==> src/rtl/seg7_pkg.sv <==
// Shared 7-segment definitions: hex glyph table, blank code, nibble decode helper.
// Latency: none (constants and a pure function).
// Backpressure: not applicable.
package seg7_pkg;

    // Active-high segment pattern, bit order {g,f,e,d,c,b,a}.
    localparam logic [6:0] SEG_BLANK = 7'h00;

    // Entry [n] is the glyph for hex digit n; b and d are the lowercase forms.
    localparam logic [15:0][6:0] HEX_SEG_TABLE = {
        7'h71,  // F
        7'h79,  // E
        7'h5E,  // d
        7'h39,  // C
        7'h7C,  // b
        7'h77,  // A
        7'h6F,  // 9
        7'h7F,  // 8
        7'h07,  // 7
        7'h7D,  // 6
        7'h6D,  // 5
        7'h66,  // 4
        7'h4F,  // 3
        7'h5B,  // 2
        7'h06,  // 1
        7'h3F   // 0
    };

    function automatic logic [6:0] hex2seg(input logic [3:0] nibble);
        return HEX_SEG_TABLE[nibble];
    endfunction

endpackage

==> src/rtl/seg7_hex_decode.sv <==
// Combinational nibble-to-segment decoder with a blank override, active-high output.
// Latency: 0 cycles (pure combinational).
// Backpressure: none.
module seg7_hex_decode
    import seg7_pkg::*;
(
    input  logic [3:0] nibble,
    input  logic       blank,
    output logic [6:0] seg_dat
);

    // Blank wins over the glyph so callers can suppress leading zeros.
    always_comb begin
        seg_dat = blank ? SEG_BLANK : hex2seg(nibble);
    end

endmodule

==> src/rtl/seg7_scan_driver.sv <==
// 4-digit multiplexed hex display driver with per-frame snapshot and stretched overflow LED.
// Latency: outputs registered, one cycle after the scan state / overflow input changes.
// Backpressure: none; countIn is sampled once per frame, oFlowIn on every cycle.
module seg7_scan_driver
    import seg7_pkg::*;
#(
    parameter int REFRESH_DIV    = 50000,
    parameter int OFLOW_HOLD     = 25000000,
    parameter int SEG_ACTIVE_LOW = 1,
    parameter int AN_ACTIVE_LOW  = 1,
    parameter int BLANK_LEADING  = 0
) (
    input  logic        CLK,
    input  logic        clear,
    input  logic [15:0] countIn,
    input  logic        oFlowIn,
    input  logic        enable,
    output logic [6:0]  seg,
    output logic        dp,
    output logic [3:0]  an,
    output logic        oFlowLed
);

    localparam int PW = $clog2(REFRESH_DIV + 1);
    localparam int HW = $clog2(OFLOW_HOLD + 1);
    localparam logic [PW-1:0] PRESC_LAST = PW'(REFRESH_DIV - 1);
    localparam logic [HW-1:0] HOLD_LOAD  = HW'(OFLOW_HOLD);

    logic [PW-1:0] presc_q, presc_d;
    logic [1:0]    idx_q, idx_d;
    logic [15:0]   snap_q, snap_d;
    logic [HW-1:0] hold_q, hold_d;
    logic [3:0]    an_q, an_d;
    logic [6:0]    seg_q, seg_d;
    logic          dp_q, dp_d;
    logic          led_q, led_d;

    logic          tick;
    logic [3:0]    cur_nib;
    logic          blank_lead;
    logic [6:0]    dec_seg;

    // Prescaler, digit index and frame snapshot; snapshot only moves on the 3->0 wrap.
    always_comb begin
        tick    = (presc_q == PRESC_LAST);
        presc_d = tick ? '0 : presc_q + PW'(1);
        idx_d   = tick ? idx_q + 2'd1 : idx_q;
        snap_d  = (tick && idx_q == 2'd3) ? countIn : snap_q;
    end

    // Overflow stretch: any oFlowIn cycle reloads the full hold, else count down to zero.
    always_comb begin
        if (oFlowIn) begin
            hold_d = HOLD_LOAD;
        end else if (hold_q != '0) begin
            hold_d = hold_q - HW'(1);
        end else begin
            hold_d = hold_q;
        end
    end

    // Select the current nibble and decide whether it is a suppressible leading zero.
    always_comb begin
        cur_nib    = 4'h0;
        blank_lead = 1'b0;
        case (idx_q)
            2'd0: cur_nib = snap_q[3:0];
            2'd1: begin
                cur_nib    = snap_q[7:4];
                blank_lead = (snap_q[15:4] == 12'h000);
            end
            2'd2: begin
                cur_nib    = snap_q[11:8];
                blank_lead = (snap_q[15:8] == 8'h00);
            end
            default: begin
                cur_nib    = snap_q[15:12];
                blank_lead = (snap_q[15:12] == 4'h0);
            end
        endcase
        if (BLANK_LEADING == 0) begin
            blank_lead = 1'b0;
        end
    end

    seg7_hex_decode u_hex_decode (
        .nibble  (cur_nib),
        .blank   (blank_lead),
        .seg_dat (dec_seg)
    );

    // Next output values, all active-high; LED and dp follow the post-update hold count.
    always_comb begin
        led_d = (hold_d != '0);
        an_d  = enable ? (4'b0001 << idx_q) : 4'b0000;
        seg_d = enable ? dec_seg : SEG_BLANK;
        dp_d  = enable && (idx_q == 2'd0) && led_d;
    end

    // State and output registers; clear beats every other input, including oFlowIn.
    always_ff @(posedge CLK) begin
        if (clear) begin
            presc_q <= '0;
            idx_q   <= 2'd0;
            snap_q  <= 16'h0000;
            hold_q  <= '0;
            an_q    <= 4'b0000;
            seg_q   <= SEG_BLANK;
            dp_q    <= 1'b0;
            led_q   <= 1'b0;
        end else begin
            presc_q <= presc_d;
            idx_q   <= idx_d;
            snap_q  <= snap_d;
            hold_q  <= hold_d;
            an_q    <= an_d;
            seg_q   <= seg_d;
            dp_q    <= dp_d;
            led_q   <= led_d;
        end
    end

    // Pin polarity is applied only here; everything upstream is active-high.
    assign an       = (AN_ACTIVE_LOW  != 0) ? ~an_q  : an_q;
    assign seg      = (SEG_ACTIVE_LOW != 0) ? ~seg_q : seg_q;
    assign dp       = (SEG_ACTIVE_LOW != 0) ? ~dp_q  : dp_q;
    assign oFlowLed = led_q;

endmodule

==> config.mk <==
export PLATFORM = sky130hd
export DESIGN_NAME = seg7_scan_driver
export DESIGN_NICKNAME = d
export VERILOG_FILES = /design/src/rtl/seg7_pkg.sv /design/src/rtl/seg7_hex_decode.sv /design/src/rtl/seg7_scan_driver.sv
export SDC_FILE = /design/constraint.sdc
export NUM_CORES = 1
export LEC_CHECK = 0
export ABC_AREA = 1
export BUFFER_PORTS_ARGS = -buffer_cell sky130_fd_sc_hd__buf_2
export CORE_MARGIN = 5
export CORE_UTILIZATION = 45
export DETAILED_ROUTE_END_ITERATION = 8
export PLACE_DENSITY_LB_ADDON = 0.05
export SYNTH_ARGS = -nofsm -noshare
export SYNTH_HDL_FRONTEND = slang
export SYNTH_SLANG_ARGS = --single-unit
==> constraint.sdc <==
create_clock -name CLK -period 2.9 [get_ports CLK]
set_clock_uncertainty 0.05 [all_clocks]
set_input_delay 0.145 -clock CLK [delete_from_list [all_inputs] [get_ports CLK]]
set_output_delay 0.145 -clock CLK [all_outputs]
set_load 0.05 [all_outputs]
==> qor.txt <==
Die area -> 0.0103 sq mm
Max Fanout on Critical Path -> 7
Gp weighted congestion -> 0.889
Mux contribution to synthesized area -> 0%
Status -> finished, final reports clean
Ys flop type -> dfxtp_1
Placed Cells -> 699
Syn Nets -> 603
Max-Cap Viols -> 0
Core Footprint -> 0.00818 sq mm
Post-Place Worst Slack -> 501 ps
Most common library cells after synthesis -> nand2_1, inv_1, nor2_1
Final setup vio count -> 0
Met1 global-route usage -> 24.5%
Leak -> 1.89 nW
Sequential fraction of the synthesis area -> 38.2%
Antenna violations before repair -> 0
Total CTS buffers -> 9
Router iterations before antenna repair -> 7
Area share of the largest cell type after synthesis -> 38.2%
Post-Synth Simple-Gate Area -> 33.5%
Largest area contributor in the netlist -> dfxtp_1
Met2 Use GR -> 28.8%
Synth Register Bits -> 72
Worst Setup End Kind -> flip-flop
CP Class -> reg -> reg
# resized after CTS -> 0
GRT Overall Usage -> 18.1%
Synth cell types -> 34
Wire length per cell -> 12.2 um
Clk sinks -> 72
M3 GR Usage -> 3.65%
Adder-Cell Fraction of Synth Area -> 4.64%
Worst path arrival time -> 2580 ps
Die width -> 102 um
First-pass GRT wire length -> 15.0 mm
Slew HR -> 63.0%
Die Y -> 102 um
CTS tree -> built
Initial core utilization -> 46.2%
Most used cell, CP -> nand2_1
Post-synthesis compound-gate area fraction -> 11.8%
Drt initial violations -> 120
Critical-path top delay cell -> dfxtp_1
Period minus WS final -> 2410 ps
Async S/R FF share, synth -> 0%
Main combinational cell family by area after synthesis -> simple AND/OR/NAND/NOR gates
Count of pins over their slew limit -> 0
Clk root buf -> clkbuf_8
# diodes -> 0
Input/output buffers -> 32
Pwr Density -> 527 mW/mm^2
Post-cts hold buffer count -> 0
Yosys Warn Count -> 0
Post-CTS Setup Inserts -> 0
Largest buffer count on any clock path -> 2
Grt total ovfl -> 0
Post-Layout Cell Count -> 714
RSZ-0062 raised after global routing -> no
Max incr delay on CP -> 460 ps
Hold Fails Final Rpt -> 0
Clock slew at reported path FFs -> 80 ps
Final WL -> 8.72 mm
Via density -> 4.94
Post-route setup slack -> 492 ps
CP Launch Type -> flip-flop
Vias in the first global route -> 3270
Slew @ Worst Pin -> 550 ps
Vias -> 3529
Syn_area_per_cell -> 6.63 sq um
Hold WC Path Type -> in -> reg
Netlist Area Pre-Place -> 0.00377 sq mm
Number of flops mapped to enable cells by yosys -> 0
Htree depth -> 3
Post-DP HPWL -> 6.54 mm
Final period utilization -> 83.0%
Area delta synth->final -> 12.4%
Top Ports -> 33
Residual DRC -> 0
Mapped Cells -> 569
Layout cells sized above 1 -> 11.2%
XOR/XNOR Fraction of Synth Area -> 1.86%
Largest cells by area after synthesis -> dfxtp_1, nand2_1, inv_1
Global route hottest layer -> met2
Data required time of the worst path -> 3070 ps
Max Clk Rate -> 415 MHz
TNS Setup -> 0 ps
Worst VDD drop -> 255 uV
DRT antenna net count -> 0
Rows -> 33
Largest net degree at the start of global routing -> 33
Crit path cell chain -> inv_1 > ha_1 > nand2_1 > nand2_1 > o22ai_1 > inv_1 > ha_1 > nand2_1 > nand2_1 > a21oi_1 > nor3_1
Most frequent cell after synthesis -> nand2_1
Clk_lat worst skew -> 340 ps
# nets final -> 639
==> cells in the final DEF, fill, tap and decap left out, types with 3 or more instances in the layout <==
cell type and instances:
inv_1 81, clkbuf_8 10, nand4_1 9, buf_4 5, a31oi_1 3, nand3b_1 8, buf_2 32, o21ai_0 26
nand3_1 37, nand2_1 131, xor2_1 7, o22ai_1 6, nor3_1 12, ha_1 14, nor2_1 81, dfxtp_1 72
nand2_2 3, inv_2 3, a21oi_1 41, nor2_2 8
==> metrics by stage <==
step / utilization (%) / power, mW / cell area, sq um / hold WS, ps
final: 51.9 / 2.23 / 4240 / 30.6
after global routing: 51.9 / 2.37 / 4240 / 24.8
after CTS: 51.9 / 2.26 / 4240 / 13.8
after detailed placement: 49.5 / 1.46 / 4050 / 384
after global placement: 49.5 / 1.46 / 4050 / 373
after floorplan: - / 1.36 / 3770 / 173
==> final timing paths <==
check | depth (start not counted) | end | slack (ps) | from
setup / recovery | 11 | seg_q[3] | 490 | idx_q[0]
hold reg to reg | 1 | presc_q[0] | 400 | presc_q[0]
hold / removal | 3 | snap_q[13] | 30 | countIn[13]
setup reg to reg | 11 | seg_q[3] | 490 | idx_q[0]
==> critical path, delay by kind of cell (launching register included) <==
family | cells | cell delay, ps
AOI/OAI and AO/OA | 2 | 450
and+or+nand+nor | 5 | 350
adders and majority gates | 2 | 630
buffers and inverters | 2 | 350
DFF | 1 | 460
==> area by class of cell <==
class	count	area, sq um
fill	850	3930
multi-input combinational	399	1950
sequential	72	1440
inverter	86	323
timing repair buffer	37	198
clock buffer	10	138
tap	105	131
clock inverter	5	56.3
==> kinds of logic (layout without fill, tap and decap cells) <==
family | count (synthesis) | in the layout
buffers and inverters | 98 | 138
flip-flops | 72 | 72
XOR/XNOR | 8 | 8
AND/OR/NAND/NOR | 294 | 294
adder cells (fa/ha/maj) | 14 | 14
AO/OA/AOI/OAI | 83 | 83
==> metal layers <==
layer / up-vias / routed length [um]
met1: 1572 / 4240
met2: 66 / 3930
met5: - / 0
li1: 1877 / -
met4: 0 / 176
met3: 14 / 363
==> flip-flops by register name, summed over array words and instances, names as in the netlist <==
| register | cells |
|---|---|
| seg_q | 7 |
| an_q | 4 |
| idx_q | 2 |
| dp_q | 1 |
| hold_q | 25 |
| oFlowLed | 1 |
| presc_q | 16 |
| snap_q | 16 |
==> power breakdown <==
group | internal, mW | leakage, nW | switching [mW]
combinational | 0.118 | 1.21 | 0.263
clock | 0.416 | 0.0985 | 0.378
sequential | 1.03 | 0.589 | 0.0330
total | 1.56 | 1.89 | 0.674
Note: power is estimated with default switching activity, not from simulation.
